==> config.mk <==
export PLATFORM = sky130hd
export DESIGN_NAME = fp32_mul_pipe
export DESIGN_NICKNAME = d
export VERILOG_FILES = /design/src/rtl/fp32_mul_pipe.sv
export SDC_FILE = /design/constraint.sdc
export NUM_CORES = 2
export LEC_CHECK = 0
export BUFFER_PORTS_ARGS = -buffer_cell sky130_fd_sc_hd__buf_4
export CAP_MARGIN = 20
export CORE_ASPECT_RATIO = 1.25
export CORE_MARGIN = 4
export CORE_UTILIZATION = 35
export CTS_BUF_LIST = sky130_fd_sc_hd__clkbuf_8
export DETAILED_ROUTE_END_ITERATION = 8
export GPL_TIMING_DRIVEN = 0
export PLACE_DENSITY_LB_ADDON = 0.08
export REMOVE_ABC_BUFFERS = 1
export SYNTH_ARGS = -nofsm -noshare
export SYNTH_HDL_FRONTEND = slang
export SYNTH_SLANG_ARGS = --single-unit
==> constraint.sdc <==
create_clock -name clk -period 7.3 [get_ports clk]
set_input_delay 0.365 -clock clk [delete_from_list [all_inputs] [get_ports clk]]
set_output_delay 0.365 -clock clk [all_outputs]
set_load 0.05 [all_outputs]
==> src/rtl/fp32_mul_pipe.sv <==
// Pipelined IEEE-754 binary32 multiplier, round-to-nearest-even, subnormals flushed to zero.
// Rank 1 unpack/classify, rank 2 significand product, rank 3 normalise, rank 4 round/pack.
module fp32_mul_pipe (
    input  logic        clk,
    input  logic        rst_n,
    input  logic        in_valid,
    input  logic [31:0] x,
    input  logic [31:0] y,
    output logic        out_valid,
    output logic [31:0] fpmult,
    output logic        overflow,
    output logic        underflow,
    output logic        invalid
);

    localparam int unsigned EXP_W  = 8;
    localparam int unsigned FRAC_W = 23;
    localparam int unsigned MANT_W = 24;
    localparam int unsigned PROD_W = 48;
    localparam int unsigned ESUM_W = 10;

    localparam logic signed [ESUM_W-1:0] BIAS    = 10'sd127;
    localparam logic signed [ESUM_W-1:0] EXP_MAX = 10'sd255;
    localparam logic signed [ESUM_W-1:0] EXP_MIN = 10'sd0;
    localparam logic [31:0]              QNAN    = 32'h7FC0_0000;

    // unpack and classify
    logic [EXP_W-1:0]         ex_c, ey_c;
    logic [FRAC_W-1:0]        fx_c, fy_c;
    logic                     x_nan_c, y_nan_c, x_inf_c, y_inf_c, x_zero_c, y_zero_c;
    logic                     inv_c, inf_c, zero_c;
    logic [MANT_W-1:0]        ma_c, mb_c;
    logic signed [ESUM_W-1:0] esum_c;

    always_comb begin
        ex_c     = x[30:23];
        ey_c     = y[30:23];
        fx_c     = x[22:0];
        fy_c     = y[22:0];
        x_nan_c  = (ex_c == '1) && (fx_c != '0);
        y_nan_c  = (ey_c == '1) && (fy_c != '0);
        x_inf_c  = (ex_c == '1) && (fx_c == '0);
        y_inf_c  = (ey_c == '1) && (fy_c == '0);
        x_zero_c = (ex_c == '0);
        y_zero_c = (ey_c == '0);
        inv_c    = x_nan_c || y_nan_c || (x_inf_c && y_zero_c) || (y_inf_c && x_zero_c);
        inf_c    = !inv_c && (x_inf_c || y_inf_c);
        zero_c   = !inv_c && !inf_c && (x_zero_c || y_zero_c);
        ma_c     = x_zero_c ? '0 : {1'b1, fx_c};
        mb_c     = y_zero_c ? '0 : {1'b1, fy_c};
        esum_c   = $signed({2'b00, ex_c}) + $signed({2'b00, ey_c}) - BIAS;
    end

    logic                     s1_valid, s1_sign, s1_inv, s1_inf, s1_zero;
    logic [MANT_W-1:0]        s1_ma, s1_mb;
    logic signed [ESUM_W-1:0] s1_esum;

    always_ff @(posedge clk or negedge rst_n) begin
        if (!rst_n) begin
            s1_valid <= 1'b0;
            s1_sign  <= 1'b0;
            s1_inv   <= 1'b0;
            s1_inf   <= 1'b0;
            s1_zero  <= 1'b0;
            s1_ma    <= '0;
            s1_mb    <= '0;
            s1_esum  <= '0;
        end else begin
            s1_valid <= in_valid;
            s1_sign  <= x[31] ^ y[31];
            s1_inv   <= inv_c;
            s1_inf   <= inf_c;
            s1_zero  <= zero_c;
            s1_ma    <= ma_c;
            s1_mb    <= mb_c;
            s1_esum  <= esum_c;
        end
    end

    // significand product
    logic                     s2_valid, s2_sign, s2_inv, s2_inf, s2_zero;
    logic [PROD_W-1:0]        s2_p;
    logic signed [ESUM_W-1:0] s2_esum;

    always_ff @(posedge clk or negedge rst_n) begin
        if (!rst_n) begin
            s2_valid <= 1'b0;
            s2_sign  <= 1'b0;
            s2_inv   <= 1'b0;
            s2_inf   <= 1'b0;
            s2_zero  <= 1'b0;
            s2_p     <= '0;
            s2_esum  <= '0;
        end else begin
            s2_valid <= s1_valid;
            s2_sign  <= s1_sign;
            s2_inv   <= s1_inv;
            s2_inf   <= s1_inf;
            s2_zero  <= s1_zero;
            s2_p     <= PROD_W'(s1_ma) * PROD_W'(s1_mb);
            s2_esum  <= s1_esum;
        end
    end

    // normalise: product of two [1,2) significands lies in [1,4)
    logic [FRAC_W-1:0]        nfrac_c;
    logic                     nguard_c, nsticky_c;
    logic signed [ESUM_W-1:0] nexp_c;

    always_comb begin
        nfrac_c   = s2_p[45:23];
        nguard_c  = s2_p[22];
        nsticky_c = |s2_p[21:0];
        nexp_c    = s2_esum;
        if (s2_p[47]) begin
            nfrac_c   = s2_p[46:24];
            nguard_c  = s2_p[23];
            nsticky_c = |s2_p[22:0];
            nexp_c    = s2_esum + 10'sd1;
        end
    end

    logic                     s3_valid, s3_sign, s3_inv, s3_inf, s3_zero;
    logic                     s3_guard, s3_sticky;
    logic [FRAC_W-1:0]        s3_frac;
    logic signed [ESUM_W-1:0] s3_exp;

    always_ff @(posedge clk or negedge rst_n) begin
        if (!rst_n) begin
            s3_valid  <= 1'b0;
            s3_sign   <= 1'b0;
            s3_inv    <= 1'b0;
            s3_inf    <= 1'b0;
            s3_zero   <= 1'b0;
            s3_guard  <= 1'b0;
            s3_sticky <= 1'b0;
            s3_frac   <= '0;
            s3_exp    <= '0;
        end else begin
            s3_valid  <= s2_valid;
            s3_sign   <= s2_sign;
            s3_inv    <= s2_inv;
            s3_inf    <= s2_inf;
            s3_zero   <= s2_zero;
            s3_guard  <= nguard_c;
            s3_sticky <= nsticky_c;
            s3_frac   <= nfrac_c;
            s3_exp    <= nexp_c;
        end
    end

    // round to nearest even, then resolve specials and range
    logic                     rinc_c;
    logic [MANT_W-1:0]        rsum_c;
    logic signed [ESUM_W-1:0] rexp_c;
    logic [31:0]              res_c;
    logic                     ovf_c, unf_c, inv_out_c;

    always_comb begin
        rinc_c    = s3_guard && (s3_sticky || s3_frac[0]);
        rsum_c    = {1'b0, s3_frac} + MANT_W'(rinc_c);
        rexp_c    = s3_exp + $signed({9'b0, rsum_c[MANT_W-1]});
        res_c     = {s3_sign, rexp_c[EXP_W-1:0], rsum_c[FRAC_W-1:0]};
        ovf_c     = 1'b0;
        unf_c     = 1'b0;
        inv_out_c = 1'b0;
        if (s3_inv) begin
            res_c     = QNAN;
            inv_out_c = 1'b1;
        end else if (s3_inf) begin
            res_c = {s3_sign, 8'hFF, 23'h0};
        end else if (s3_zero) begin
            res_c = {s3_sign, 31'h0};
        end else if (rexp_c >= EXP_MAX) begin
            res_c = {s3_sign, 8'hFF, 23'h0};
            ovf_c = 1'b1;
        end else if (rexp_c <= EXP_MIN) begin
            res_c = {s3_sign, 31'h0};
            unf_c = 1'b1;
        end
    end

    always_ff @(posedge clk or negedge rst_n) begin
        if (!rst_n) begin
            out_valid <= 1'b0;
            fpmult    <= '0;
            overflow  <= 1'b0;
            underflow <= 1'b0;
            invalid   <= 1'b0;
        end else begin
            out_valid <= s3_valid;
            fpmult    <= res_c;
            overflow  <= ovf_c;
            underflow <= unf_c;
            invalid   <= inv_out_c;
        end
    end

endmodule

Word-level counts from Yosys, hierarchy flattened --
Index checks and enable logic that the tools add are counted.
Operators by class: multiplexer cells 21, div/mod/pow operators 0, shifts and indexed selects 0, equal/unequal tests 2, bitwise logic cells 1, $lt $le $gt $ge 2, reduce and logical (&&, ||, !) cells 26, multipliers 1, add/sub/neg operators 5
Operator list (number):
- 31-bit two-way mux | 4
- 24-bit by 24-bit multiplier with 48-bit output | 1
- 24-bit two-way mux | 2
- 23-bit zero test | 2
- 23-bit nonzero test | 2
- 32-bit two-way mux | 1
- 23-bit by 1-bit adder with 24-bit output | 1
- 23-bit two-way mux | 1
- 23-bit OR reduction | 1
- 22-bit OR reduction | 1
- 8-bit equality test, second input constant | 2
- 8-bit zero test | 2
- 1-bit two-way mux | 12
- 10-bit by 2-bit adder with 10-bit output | 1
- 10-bit by 2-bit adder with 10-bit output, second input constant | 1
- 10-bit by 9-bit >= comparator with 1-bit output, second input constant | 1
- 10-bit by 1-bit <= comparator with 1-bit output, second input constant | 1
- 1-bit logical AND | 10
- 10-bit two-way mux | 1
- 9-bit by 7-bit subtractor with 10-bit output, second input constant | 1
- 8-bit by 8-bit adder with 9-bit output | 1
- 1-bit logical OR | 6
- 1-bit zero test | 2
- 1-bit bitwise XOR | 1
Word-level totals: memory bits (writable) 0, bits in latches 0, bits in read-only memories 0, output and inout bits 36, bits in registers 202, bits of input ports 67, memories 0, word-level logic and storage cells 87

Longest topological paths before layout --
depth in word-level cells 10, mapped depth 26, depth with buffers taken out 24

Worst setup path before layout --
No wires, ideal clock.
kind reg2reg, start register s1_ma[21], end register s2_p[41], slack 0.966 ns, clock period less this slack 6.334 ns, data required time 7.176 ns, cell stages (with the launch flop) 24, library setup time 0.124 ns, path buffers 2, arrival 6.209 ns, cells stage by stage dfrtp_1 > clkbuf_1 > nand2_1 > fa_1 > inv_1 > fa_1 > inv_1 > fa_1 > fa_1 > inv_1 > fa_1 > fa_1 > inv_1 > fa_1 > inv_1 > ha_1 > and3_1 > clkbuf_1 > a311o_1 > a31oi_1 > o21ai_0 > o21bai_1 > o21ai_0 > xnor2_1
On the way: cells in the longest elaborated chain, start to end 1
RTL lines:
- from (decl) | line 55 | logic [MANT_W-1:0] s1_ma, s1_mb;
- from (signal assigned) | line 74 | s1_ma <= ma_c;
- 24-bit by 24-bit multiplier with 48-bit output | line 100 | s2_p <= PROD_W'(s1_ma) * PROD_W'(s1_mb);
- to (signal assigned) | line 100
- to (decl) | line 82 | logic [PROD_W-1:0] s2_p;
Every way passes these cells.

Worst setup path after layout --
start register s1_ma[4], end register s2_p[42]
Same word-level chain as after synthesis.

==> qor.yml <==
outcome: "finished, final reports clean"
clockBufferDepth: 3
min_path_type: "in2reg"
place_hpwl_um: 57350
netlist.area_leader.share_pct: 36.79
min-delay-start: "x[7]"
crit_top_cell: "fa_1"
rows: 112
hold_ws_ns: 0.04607
synth_edf_count: 0
syn_avg_cell_area_sq_um: 9.677
drive_gt1_share_pct: 8.879
synth_top_cell_by_area: "fa_1"
finalHoldViolCount: 0
hold_depth: 2
cpPeakStageDelay_ns: 0.82
crit_path_cell_trace: "buf_16, nand2_1, fa_1, fa_1, inv_1, fa_1, inv_1, fa_1, inv_1, fa_1, fa_1, inv_1, fa_1, inv_1, ha_1, a21oi_1, o21ai_0, a2111o_1, a311oi_2, nor2_1, a31oi_1, xnor2_1"
instances_no_fill: 3810
die_h_um: 314.4
reg2regPathDepth: 22
tightest_slew_ns: 1.097
grt_pass1_vias: 20796
worstPathArrival_ns: 7.50
io_buffer_count: 102
via_count: 18396
syn_to_final_growth_pct: 13.39
clk_pin_slew_ns: 0.06
start_util_pct: 35.26
dr.first_iter.drc_count: 778
ys_top_cells_by_area: "fa_1 37%, dfrtp_1 19%, ha_1 9.2%"
coreArea_sq_mm: 0.07455
worstPathBufferInverterCount: 6
yosysUniqueCellTypes: 52
final_util_pct: 39.98
grt_pass1_wl_um: 115100
slew_viol_final: 0
met2_usage_pct: 32.73
antenna_found_initial: 3
nNetsFinal: 3559
numCtsBuffers: 39
yosysSeqAreaShare_pct: 19.23
slowest_stage: "dfrtp_1"
max_freq_ghz: 0.1422
grt-busiest-layer: "met2"
ys_ff_latch: 202
grt_use_total_pct: 18.37
yosys_warnings: 0
dieWidth_um: 253.1
crit_cells: 22
synth.most_common_cell: "inv_1"
grt_util_met3_pct: 1.975
cts_root_buf: "clkbuf_8"
synthArstFlopShare_pct: 100.0
clock_skew_ns: 0.04204
cp-start-kind: "flip-flop"
vias_per_cell: 4.828
tritoncts: "built"
grt_util_met1_pct: 24.15
drv_cap: 0
period_needed_ns: 7.032
grt_max_degree: 128
rrSetupSlack_ns: 0.27
synthTopCellsByCount: "555 x inv_1, 483 x fa_1, 352 x and2_1"
setup_violations: 0
min_to: "s1_ma[7]"
cp_max_fo: 14
dieArea_sq_mm: 0.07957
synth_area_sq_mm: 0.02628
slew_headroom_pct: 26.71
wl_per_cell_um: 18.51
synth_top_flop_cell: "dfrtp_1"
ios: 103
drc: 0
rr_endpoint: "s2_p[42]"
crit_type: "reg2reg"
cp.required_ns: 7.77
critPathCaptureType: "flip-flop"
dr.pass1.iters: 4
grt_setup_unrepaired: "true"
overflow: 0
r2r_start: "s1_ma[4]"
placed_cells_incl_taps: 3695
routabilityCongestion: 0.8358
cts_max_level: 2
ant_nets: 0
cp_top_family: "adder cells"
cts.sinks: 202
wirelength_um: 70520
finalCritPeriodShare_pct: 96.33
insertion_delay_ns: 0.59
syn_inst: 2716
## flip-flops by register name (all words and copies together), names as in the netlist, 10 cells and up
register  flops
s3_frac      23
s1_esum      10
s3_exp       10
s1_mb        24
s2_p         48
fpmult       32
s2_esum      10
s1_ma        24
## through the flow
step	setup WS [ns]	area, sq um	setup TNS (ns)
5_1_grt	-0.04157	29790	-0.08005
2_1_floorplan	0.9612	25830	0
3_5_place_dp	-0.3055	28500	-1.992
4_1_cts	0.01213	29710	0
6_report	0.2676	29800	0
3_3_place_gp	-0.5138	27810	-4.242
## worst register-to-register path: cells and delay by family, from the launching register on
kind            cells  cell delay (ns)
compound gates      5             1.42
xor+xnor            1             0.14
fa+ha+maj           8             3.82
buf+inv             6             0.49
flops               1             0.82
simple gates        2             0.26
## layer usage
metal / vias up / wire length, um
met5: - / 0
met4: 0 / 1390
met3: 103 / 2730
met2: 367 / 36080
met1: 9583 / 30320
li1: 8343 / -
## worst max path at each step
stage,to,from
after CTS,s2_p[35],s1_ma[14]
after global placement,s2_p[33],s1_ma[10]
after global routing,s2_p[35],s1_mb[1]
after floorplan,s2_p[33],s1_mb[3]
final,s2_p[42],s1_ma[4]
after detailed placement,s2_p[35],s1_mb[3]
## area by class of cell
cell class	count	area [sq um]
fill	7494	44750
clock inverter	20	92.59
timing repair buffer	178	1939
tap	969	1212
inverter	555	2083
antenna	3	7.507
clock buffer	44	605.6
sequential	202	5122
multi-input combinational	1839	18740
## layout by cell type (no fill, tap or decap), types with 4 or more instances in the layout
| master | count |
|---|---|
| nand4_1 | 23 |
| and2_1 | 352 |
| nand2_1 | 336 |
| buf_4 | 103 |
| dfrtp_1 | 168 |
| nor2_1 | 68 |
| ha_1 | 192 |
| buf_8 | 6 |
| o31ai_1 | 4 |
| fa_1 | 483 |
| nor4_1 | 25 |
| xnor2_1 | 55 |
| a31oi_1 | 11 |
| o21ai_0 | 36 |
| xor2_1 | 34 |
| and3_1 | 18 |
| a211oi_1 | 7 |
| nor3_1 | 9 |
| o21bai_1 | 6 |
| o211ai_1 | 4 |
| clkbuf_8 | 44 |
| nor2b_1 | 7 |
| dfrtp_4 | 10 |
| o21a_1 | 10 |
| nand3_1 | 26 |
| dlygate4sd3_1 | 47 |
| mux2_2 | 25 |
| buf_16 | 22 |
| dfrtp_2 | 24 |
| a21oi_1 | 54 |
| inv_1 | 570 |
| a21o_1 | 15 |
## logic make-up (layout without fill, tap and decap cells)
group	Yosys count	after routing	share of synthesized area, %
muxes	25	25	1.071
other	0	3	0
DFF	202	202	19.23
adders and majority gates	677	677	46.02
xor gates and xnor gates	89	89	2.966
buffers and inverters	675	797	9.654
AOI/OAI and AO/OA	170	170	4.108
and+or+nand+nor	878	878	16.95
## timing repair
item                       4_1_cts  5_1_grt
setup endpoints to repair       11       11
pin swaps                        0        1
hold endpoints to repair       120        0
hold buffers                    47        0
gates resized for setup         27       24
setup buffers                    0        0
Power is left out: the tool's default activity adds up to more than one toggle a clock period on the data nets, which glitch-free logic cannot reach.
